$ cat src/rtl/rast_sample_iter.sv
`default_nettype none
// ============================================================================
//  Module      : rast_sample_iter
//  Description : Sample iterator between the bbox and sample-test stages.
//                Accepts one triangle with its inclusive screen bbox and walks
//                the sample grid inside the box, one sample per cycle, in
//                raster or serpentine order at 1/4/16/64 samples per pixel.
//  Ports       : clk, rst_n         clock, async active-low reset
//                tri_i, color_i     triangle vertices / colour (latched)
//                box_i              {ur_y,ur_x,ll_y,ll_x} inclusive bbox
//                subsample_i        one-hot 1000=1x,0100=4x,0010=16x,0001=64x
//                serp_i             serpentine row order when 1
//                valid_i / ready_o  triangle handshake
//                tri_o, color_o     triangle/colour travelling with samples
//                sample_o           {y,x} sample position
//                valid_o / ready_i  sample handshake, last_o marks final one
//  Revision    : 1.0  initial release
// ============================================================================
module rast_sample_iter #(
   parameter int SIGFIG = 24,
   parameter int RADIX  = 10,
   parameter int VERTS  = 3,
   parameter int AXIS   = 3,
   parameter int COLORS = 3
) (
   input  logic                            clk,
   input  logic                            rst_n,
   input  logic [VERTS*AXIS*SIGFIG-1:0]    tri_i,
   input  logic [COLORS*SIGFIG-1:0]        color_i,
   input  logic [4*SIGFIG-1:0]             box_i,
   input  logic [3:0]                      subsample_i,
   input  logic                            serp_i,
   input  logic                            valid_i,
   output logic                            ready_o,
   output logic [VERTS*AXIS*SIGFIG-1:0]    tri_o,
   output logic [COLORS*SIGFIG-1:0]        color_o,
   output logic [2*SIGFIG-1:0]             sample_o,
   output logic                            valid_o,
   output logic                            last_o,
   input  logic                            ready_i
);

   localparam logic [1:0] c_st_idle  = 2'd0;
   localparam logic [1:0] c_st_iter  = 2'd1;
   localparam logic [1:0] c_st_empty = 2'd2;

   localparam logic [SIGFIG-1:0] c_one     = {{(SIGFIG-1){1'b0}}, 1'b1};
   localparam logic [SIGFIG-1:0] c_step_1x = c_one << RADIX;
   localparam logic [SIGFIG-1:0] c_step_4x = c_one << (RADIX-1);
   localparam logic [SIGFIG-1:0] c_step_16x = c_one << (RADIX-2);
   localparam logic [SIGFIG-1:0] c_step_64x = c_one << (RADIX-3);

   // ---------------------------------------------------------------- state
   logic [1:0]                       r_state;
   logic [VERTS*AXIS*SIGFIG-1:0]     r_tri;
   logic [COLORS*SIGFIG-1:0]         r_color;
   logic [SIGFIG-1:0]                r_llx;
   logic [SIGFIG-1:0]                r_urx;
   logic [SIGFIG-1:0]                r_ury;
   logic [SIGFIG-1:0]                r_xr;     // rightmost grid point <= ur_x
   logic [SIGFIG-1:0]                r_step;
   logic                             r_serp;
   logic                             r_dir;    // 1 = walking right-to-left
   logic [SIGFIG-1:0]                r_x;
   logic [SIGFIG-1:0]                r_y;

   logic                             r_valid;
   logic                             r_last;
   logic [2*SIGFIG-1:0]              r_sample;
   logic [VERTS*AXIS*SIGFIG-1:0]     r_tri_o;
   logic [COLORS*SIGFIG-1:0]         r_color_o;

   // -------------------------------------------------------- accept decode
   logic [SIGFIG-1:0]                w_in_llx;
   logic [SIGFIG-1:0]                w_in_lly;
   logic [SIGFIG-1:0]                w_in_urx;
   logic [SIGFIG-1:0]                w_in_ury;
   logic [SIGFIG-1:0]                w_step;
   logic [SIGFIG-1:0]                w_mask;
   logic                             w_empty;

   assign w_in_llx = box_i[0*SIGFIG +: SIGFIG];
   assign w_in_lly = box_i[1*SIGFIG +: SIGFIG];
   assign w_in_urx = box_i[2*SIGFIG +: SIGFIG];
   assign w_in_ury = box_i[3*SIGFIG +: SIGFIG];

   always_comb begin
      w_step = c_step_1x;   // anything that is not one-hot falls back to 1x
      case (subsample_i)
         4'b0100: w_step = c_step_4x;
         4'b0010: w_step = c_step_16x;
         4'b0001: w_step = c_step_64x;
         default: w_step = c_step_1x;
      endcase
   end

   // Step is a power of two, so snapping is a mask. The grid is absolute,
   // which also makes ur & mask the rightmost grid point of every row.
   assign w_mask  = ~(w_step - c_one);
   assign w_empty = ($signed(w_in_urx) < $signed(w_in_llx)) ||
                    ($signed(w_in_ury) < $signed(w_in_lly));

   // ----------------------------------------------------- iteration decode
   logic [SIGFIG:0]                  w_x_plus;
   logic [SIGFIG:0]                  w_y_plus;
   logic                             w_row_end;
   logic                             w_last_row;
   logic                             w_last;
   logic                             w_adv;
   logic [SIGFIG-1:0]                w_x_next;
   logic                             w_dir_next;

   // One extra bit so a box at positive full scale cannot wrap.
   assign w_x_plus = {r_x[SIGFIG-1], r_x} + {1'b0, r_step};
   assign w_y_plus = {r_y[SIGFIG-1], r_y} + {1'b0, r_step};

   assign w_row_end  = r_dir ? (r_x == r_llx)
                             : ($signed(w_x_plus) > $signed({r_urx[SIGFIG-1], r_urx}));
   assign w_last_row = $signed(w_y_plus) > $signed({r_ury[SIGFIG-1], r_ury});
   assign w_last     = w_row_end && w_last_row;
   assign w_adv      = (r_state == c_st_iter) && (!r_valid || ready_i);

   always_comb begin
      w_x_next   = r_x;
      w_dir_next = r_dir;
      if (!w_row_end) begin
         w_x_next = r_dir ? (r_x - r_step) : w_x_plus[SIGFIG-1:0];
      end else if (r_serp && !r_dir) begin
         w_x_next   = r_xr;
         w_dir_next = 1'b1;
      end else begin
         w_x_next   = r_llx;
         w_dir_next = 1'b0;
      end
   end

   // -------------------------------------------------------------- control
   always_ff @(posedge clk or negedge rst_n) begin
      if (!rst_n) begin
         r_state <= c_st_idle;
         r_tri   <= '0;
         r_color <= '0;
         r_llx   <= '0;
         r_urx   <= '0;
         r_ury   <= '0;
         r_xr    <= '0;
         r_step  <= '0;
         r_serp  <= 1'b0;
         r_dir   <= 1'b0;
         r_x     <= '0;
         r_y     <= '0;
      end else begin
         case (r_state)
            c_st_idle: begin
               if (valid_i) begin
                  r_tri   <= tri_i;
                  r_color <= color_i;
                  r_llx   <= w_in_llx & w_mask;
                  r_urx   <= w_in_urx;
                  r_ury   <= w_in_ury;
                  r_xr    <= w_in_urx & w_mask;
                  r_step  <= w_step;
                  r_serp  <= serp_i;
                  r_dir   <= 1'b0;
                  r_x     <= w_in_llx & w_mask;
                  r_y     <= w_in_lly & w_mask;
                  r_state <= w_empty ? c_st_empty : c_st_iter;
               end
            end
            c_st_iter: begin
               if (w_adv) begin
                  if (w_last) begin
                     r_state <= c_st_idle;
                  end else begin
                     r_x   <= w_x_next;
                     r_dir <= w_dir_next;
                     if (w_row_end) begin
                        r_y <= w_y_plus[SIGFIG-1:0];
                     end
                  end
               end
            end
            c_st_empty: r_state <= c_st_idle;
            default:    r_state <= c_st_idle;
         endcase
      end
   end

   // -------------------------------------------------------- output register
   // The triangle and colour travel with the sample so a new triangle can be
   // accepted while the previous last sample is still stalled.
   always_ff @(posedge clk or negedge rst_n) begin
      if (!rst_n) begin
         r_valid   <= 1'b0;
         r_last    <= 1'b0;
         r_sample  <= '0;
         r_tri_o   <= '0;
         r_color_o <= '0;
      end else if (w_adv) begin
         r_valid   <= 1'b1;
         r_last    <= w_last;
         r_sample  <= {r_y, r_x};
         r_tri_o   <= r_tri;
         r_color_o <= r_color;
      end else if (ready_i) begin
         r_valid <= 1'b0;
         r_last  <= 1'b0;
      end
   end

   assign ready_o  = (r_state == c_st_idle);
   assign valid_o  = r_valid;
   assign last_o   = r_last;
   assign sample_o = r_sample;
   assign tri_o    = r_tri_o;
   assign color_o  = r_color_o;

endmodule
`default_nettype wire
$ cat config.mk
export PLATFORM = sky130hd
export DESIGN_NAME = rast_sample_iter
export DESIGN_NICKNAME = d
export VERILOG_FILES = /design/src/rtl/rast_sample_iter.sv
export SDC_FILE = /design/constraint.sdc
export NUM_CORES = 2
export LEC_CHECK = 0
export CAP_MARGIN = 20
export CORE_AREA = 2 2 361 363
export CTS_CLUSTER_DIAMETER = 120
export DETAILED_ROUTE_END_ITERATION = 6
export DIE_AREA = 0 0 363 365
export GPL_TIMING_DRIVEN = 0
export SYNTH_ARGS = -nofsm -noshare
export SYNTH_HDL_FRONTEND = slang
export SYNTH_SLANG_ARGS = --single-unit
$ cat constraint.sdc
create_clock -name clk -period 9.1 [get_ports clk]
set_input_delay 2.275 -clock clk [delete_from_list [all_inputs] [get_ports clk]]
set_output_delay 2.275 -clock clk [all_outputs]
set_load 0.03 [all_outputs]
After elaboration in Yosys (flattened, before gate mapping)
Index checks and enable logic that the tools add are counted.
Cells by class
  mux-type cells: 28
  reductions and logical operators: 14
  $lt $le $gt $ge: 4
  equality and inequality tests: 10
  bitwise operators: 4
  add/subtract/negate cells: 4
Operators by type and width (number)
  24-bit two-way mux: 10
  24-bit one-hot mux with 2 select lines: 2
  24-bit bitwise AND: 3
  25-bit by 24-bit adder with 25-bit output: 2
  25-bit by 24-bit greater-than comparator with 1-bit output: 2
  24-bit < comparator: 2
  11-bit one-hot mux with 3 select lines: 1
  24-bit equality test: 1
  24-bit inverter: 1
  24-bit by 1-bit subtractor with 24-bit output, second input constant: 1
  24-bit subtractor: 1
  2-bit inequality test, second input constant: 5
  1-bit two-way mux: 9
  2-bit two-way mux: 4
  5-bit AND reduction: 1
  4-bit by 1-bit equality test with 1-bit output, second input constant: 1
  4-bit by 2-bit equality test with 1-bit output, second input constant: 1
  4-bit by 3-bit equality test with 1-bit output, second input constant: 1
  2-bit one-hot mux with 2 select lines: 1
  4-bit AND reduction: 1
  2-bit nonzero test: 2
  1-bit logical AND: 3
  3-bit AND reduction: 1
  2-bit by 1-bit equality test with 1-bit output, second input constant: 1
  other kinds (5): 7
Word-level totals
  input bits: 393
  word-level logic and storage cells: 81
  bits in registers: 798

Longest topological paths before layout
  word-level depth: 7
  gate-level depth with buffers: 20

Worst setup path after synthesis
Ideal clock, no wire load.
  kind: input port to flip-flop
  from: in subsample_i[3]
  to: reg r_y[22]
  setup slack: 4.839 ns
  data required time: 9.035 ns
  data arrival time: 4.196 ns
  stages: 9
  buffers on the path: 0
  cell sequence: or4b_2 ha_1 a21oi_1 nor2_1 ha_1 inv_1 a21oi_1 a31oi_1 o22a_1
On the way
  word-level cells in the longest chain between the ends: 7
  elaborated cells between the ends (all ways): 9
  classes of those cells: add/sub (1); eq/ne (3); mux (3); bitwise (2)
RTL lines
  from (decl): RTL line 31  | input logic [3:0] subsample_i,
  4-bit by 1-bit equality test with 1-bit output, or another cell as far along: RTL line 89  | case (subsample_i)
  11-bit one-hot mux with 3 select lines (*): RTL line 89
  24-bit by 1-bit subtractor with 24-bit output (*): RTL line 99  | assign w_mask = ~(w_step - c_one);
  24-bit inverter (*): RTL line 99
  24-bit bitwise AND (*): RTL line 166  | r_y <= w_in_lly & w_mask;
  24-bit two-way mux (*): RTL line 155  | if (valid_i) begin
  24-bit one-hot mux with 2 select lines (*): RTL line 153  | case (r_state)
  to (signal assigned): RTL line 166
  to (signal assigned): RTL line 178  | r_y <= w_y_plus[SIGFIG-1:0];
  to (decl): RTL line 65  | logic [SIGFIG-1:0] r_y;
Every way passes the cells marked *; elsewhere a longest branch is shown, timed or not. The select of a mux whose other input is x is not followed.
A chain may end at the register's enable or synchronous reset.

Final worst setup path
  from: reg r_step[7]
  to: reg r_x[19]
On the way
  word-level cells in the longest chain between the ends: 7
  elaborated cells between the ends (all ways): 14
  classes of those cells: add/sub (3); order compare (2); eq/ne (1); mux (6); reduce/logical (2)
RTL lines
  from (decl): RTL line 61  | logic [SIGFIG-1:0] r_step;
  from (signal assigned): RTL line 162  | r_step <= w_step;
  25-bit by 24-bit adder with 25-bit output: RTL line 114  | assign w_x_plus = {r_x[SIGFIG-1], r_x} + {1'b0, r_step};
  25-bit by 24-bit greater-than comparator with 1-bit output: RTL line 118  | : ($signed(w_x_plus) > $signed({r_urx[SIGFIG-1], r_urx}));
  1-bit two-way mux: RTL line 117  | assign w_row_end = r_dir ? (r_x == r_llx)
  24-bit two-way mux: RTL line 126  | if (!w_row_end) begin
  24-bit two-way mux: RTL line 172  | if (w_last) begin
  24-bit two-way mux: RTL line 171  | if (w_adv) begin
  24-bit one-hot mux with 2 select lines: RTL line 153
  to (signal assigned): RTL line 165  | r_x <= w_in_llx & w_mask;
  to (signal assigned): RTL line 175  | r_x <= w_x_next;
  to (decl): RTL line 64  | logic [SIGFIG-1:0] r_x;
Parallel ways exist; a longest one is shown, timed or not. The select of a mux whose other input is x is not followed.

==> results.toml <==
[timing]
finClkSkew_ns = 0.0273
worst_hold_slack_ns = 0.449
worst_pin_slew_ns = 1.11
slew_violations = 0
finalSetupViolCount = 0
period_needed_ns = 5.82
tns_ns = 0
period_share = 0.640
max_slew_margin = 0.261
finalHoldViolCount = 0
rsz0062_at_grt = "no"
maxClockFrequency_mhz = 172

[synth]
ys_top_cells_by_count = "nand2_1 (2012), dfrtp_1 (736), clkbuf_1 (178)"
synth_compound_area_frac = 0.0485
synth_edf_count = 0
async_flop_share = 1.00
synthTopCellsByArea = "dfrtp_1 (58%), nand2_1 (24%), ha_1 (3.8%)"
postSynthAreaPerCell_sq_um = 8.67
synthCells = 3678
yosysMostFrequentCell = "nand2_1"
synth_area_sq_mm = 0.0319
yosys_warnings = 0
synth_seq_cells = 736
synth_mux_area_frac = 0.00840
synth_top_family_by_area = "simple AND/OR/NAND/NOR gates"
synthAdderAreaFrac = 0.0399
synth.largest_area_cell = "dfrtp_1"
yosys.area_share.simple = 0.269
synth_xor_area_frac = 0.0170
yosysSeqAreaShare = 0.578
synth.top_cell.area_share = 0.578
synth_cell_types = 67
ys.flop_type = "dfrtp_1"

[grt]
grt_usage = 0.183
antenna_found_initial = 15
grt_max_degree = 115
grt_pass1_wl_um = 181000
grt_overflow_total = 0
grt_pass1_vias = 27729

[placed_design]
dpl_cell_area_sq_mm = 0.0415
dp_hpwl_um = 93300
io_buffers = 717
gp_congestion = 0.935

[setup_path]
crit_path_max_fanout = 10
crit_buf_inv = 1
critical_path.slowest_cell = "o41ai_1"
crit_required_ns = 9.69
slowest_delay_ns = 0.76
crit_chain = "ha_1 > fa_1 > a21o_1 > a21oi_1 > or2_2 > nor2_1 > nand4_1 > xnor2_1 > ha_1 > nand4_1 > nor3_1 > o41ai_1 > and3_1 > a31oi_1 > a32oi_1 > clkbuf_1 > nor2_1 > a31oi_1"
path_delay_family = "compound AO/OA/AOI/OAI gates"
cp.depth = 18
startpoint_type = "flop"
reg2regPathDepth = 18
path_class = "flop to flop"
critical_path_arrival_ns = 6.41
critPathCaptureType = "flop"

[routing]
wl_um = 123000
num_vias = 27857
drc = 0
drtIter0Drc = 2143
routedWlPerCell_um = 19.7
viasPerCell = 4.45
drt_pre_antenna_iters = 5
postRouteAntennaNets = 0

[power_and_ir_drop]
p_leak_nw = 21.9
powerDensity_mw_per_mm2 = 369
irDropWorstVdd_mv = 0.227

[min_path]
min_path_type = "flop to flop"
hold-path-cell-count = 2

[die]
core_area_sq_mm = 0.129
start_util = 0.248
die-area_sq_mm = 0.132
dieHeight_um = 365
fp-row-count = 132
die_x_um = 363
io_pins = 732

[finish]
drive_gt1_frac = 0.0430
final_area_sq_mm = 0.0445
final_nets = 5007
area_growth_pct = 39.5

[clocking]
cts_buffers = 87
clk_pin_slew_worst_paths_ns = 0.06
cts_sinks = 736
clockRootBuffer = "clkbuf_16"
cts_max_level = 3
postCtsResizedCells = 0
clk_latency_ns = 0.68
cts_setup_buffers = 0
ctsHoldBuffers = 0
cts_tree = "built"
clk_path_buf_depth = 3

[run_status]
outcome = "finished, final reports clean"

[flow_run]
drv_cap = 0
[area by class of cell]
type                    count  area (sq um)
multi-input cells        2647         12300
flip-flops and latches    736         18400
clock buffers             128          2550
well taps                1675          2100
plain buffers             208           887
repair buffers            734          7510
clock inverters            29           364
fillers                 13319         84200
diodes                      6          15.0
inverters                 100           375
[per-layer routing]
layer,GRT usage,vias up,wire length (um)
met5,0,-,46
met4,0.0576,8,3650
met3,0.0556,209,9950
met2,0.303,905,59100
met1,0.228,13530,50400
li1,-,13205,-
[state kept, by name, indices dropped and copies added (netlist names)]
| signal | count |
|---|---|
| r_xr | 17 |
| valid_o | 1 |
| r_llx | 17 |
| r_step | 4 |
| r_x | 17 |
| color_o | 72 |
| r_color | 72 |
| r_y | 17 |
| r_urx | 24 |
| r_state | 2 |
| tri_o | 216 |
| r_serp | 1 |
| r_tri | 216 |
| r_ury | 24 |
| last_o | 1 |
| r_dir | 1 |
| sample_o | 34 |
[cells in the final DEF (no fill, tap or decap), types with 8 or more instances in the layout]
master and count:
clkdlybuf4s50_1 716, nor2_1 44, clkinv_2 12, o31ai_1 19, o211ai_1 13, a31oi_1 20
clkbuf_16 90, nor4_1 12, buf_2 8, clkbuf_1 200, mux2i_1 20, buf_8 8
inv_1 100, nand3_1 40, buf_4 16, nand4_1 21, and3_1 10, nor2b_1 9
nand2_1 2012, dfrtp_1 736, ha_1 97, xnor2_1 42, o21ai_0 80, nor3_1 13
nand2b_1 8, clkbuf_8 16, a21oi_1 52, a21o_1 15, conb_1 14, xor2_1 20
[power by group]
| group | total, W | switching, W | internal, W |
|---|---|---|---|
| clock network | 0.00360 | 0.00146 | 0.00214 |
| logic | 0.00722 | 0.00465 | 0.00256 |
| registers | 0.00560 | 0.000864 | 0.00474 |
| total | 0.0164 | 0.00698 | 0.00945 |
[cells by family (layout without fill, tap and decap cells)]
group,count (synthesis),in the layout
other cells,1,20
mux,26,26
fa+ha+maj,100,100
xor+xnor,62,62
buf+inv,308,1199
simple gates,2197,2197
compound gates,248,248
flops,736,736
[worst register-to-register path, delay by kind of cell (launching register included)]
family                     cells  cell delay (ns)
buffers and inverters          1             0.63
adders and majority gates      3             0.96
AOI/OAI and AO/OA              6             2.33
xor gates and xnor gates       1             0.15
DFF                            1             0.45
and+or+nand+nor                7             1.23
[through the flow]
| step | util | power (W) | setup slack [ns] | instances |
|---|---|---|---|---|
| after floorplan | - | 0.00962 | 4.84 | 3691 |
| final | 0.346 | 0.0164 | 3.28 | 6263 |
| after CTS | 0.345 | 0.0166 | 3.48 | 6256 |
| after global placement | 0.320 | 0.0128 | -28.76 | 6083 |
| after detailed placement | 0.323 | 0.0129 | 3.48 | 6099 |
| after global routing | 0.346 | 0.0175 | 3.05 | 6262 |
[worst paths after layout]
kind                       slack, ns                      end                   start
max                             3.28      r_x[19]$_DFFE_PN0P_   r_step[7]$_DFFE_PN0P_
max in group asynchronous       4.68  color_o[28]$_DFFE_PN0P_                   rst_n
min in group asynchronous       1.49   tri_o[198]$_DFFE_PN0P_                   rst_n
min reg2reg                     0.45   color_o[6]$_DFFE_PN0P_  r_color[6]$_DFFE_PN0P_
max reg2reg                     3.28      r_x[19]$_DFFE_PN0P_   r_step[7]$_DFFE_PN0P_
min                             0.45   color_o[6]$_DFFE_PN0P_  r_color[6]$_DFFE_PN0P_
(Power assumes the default switching activity.)
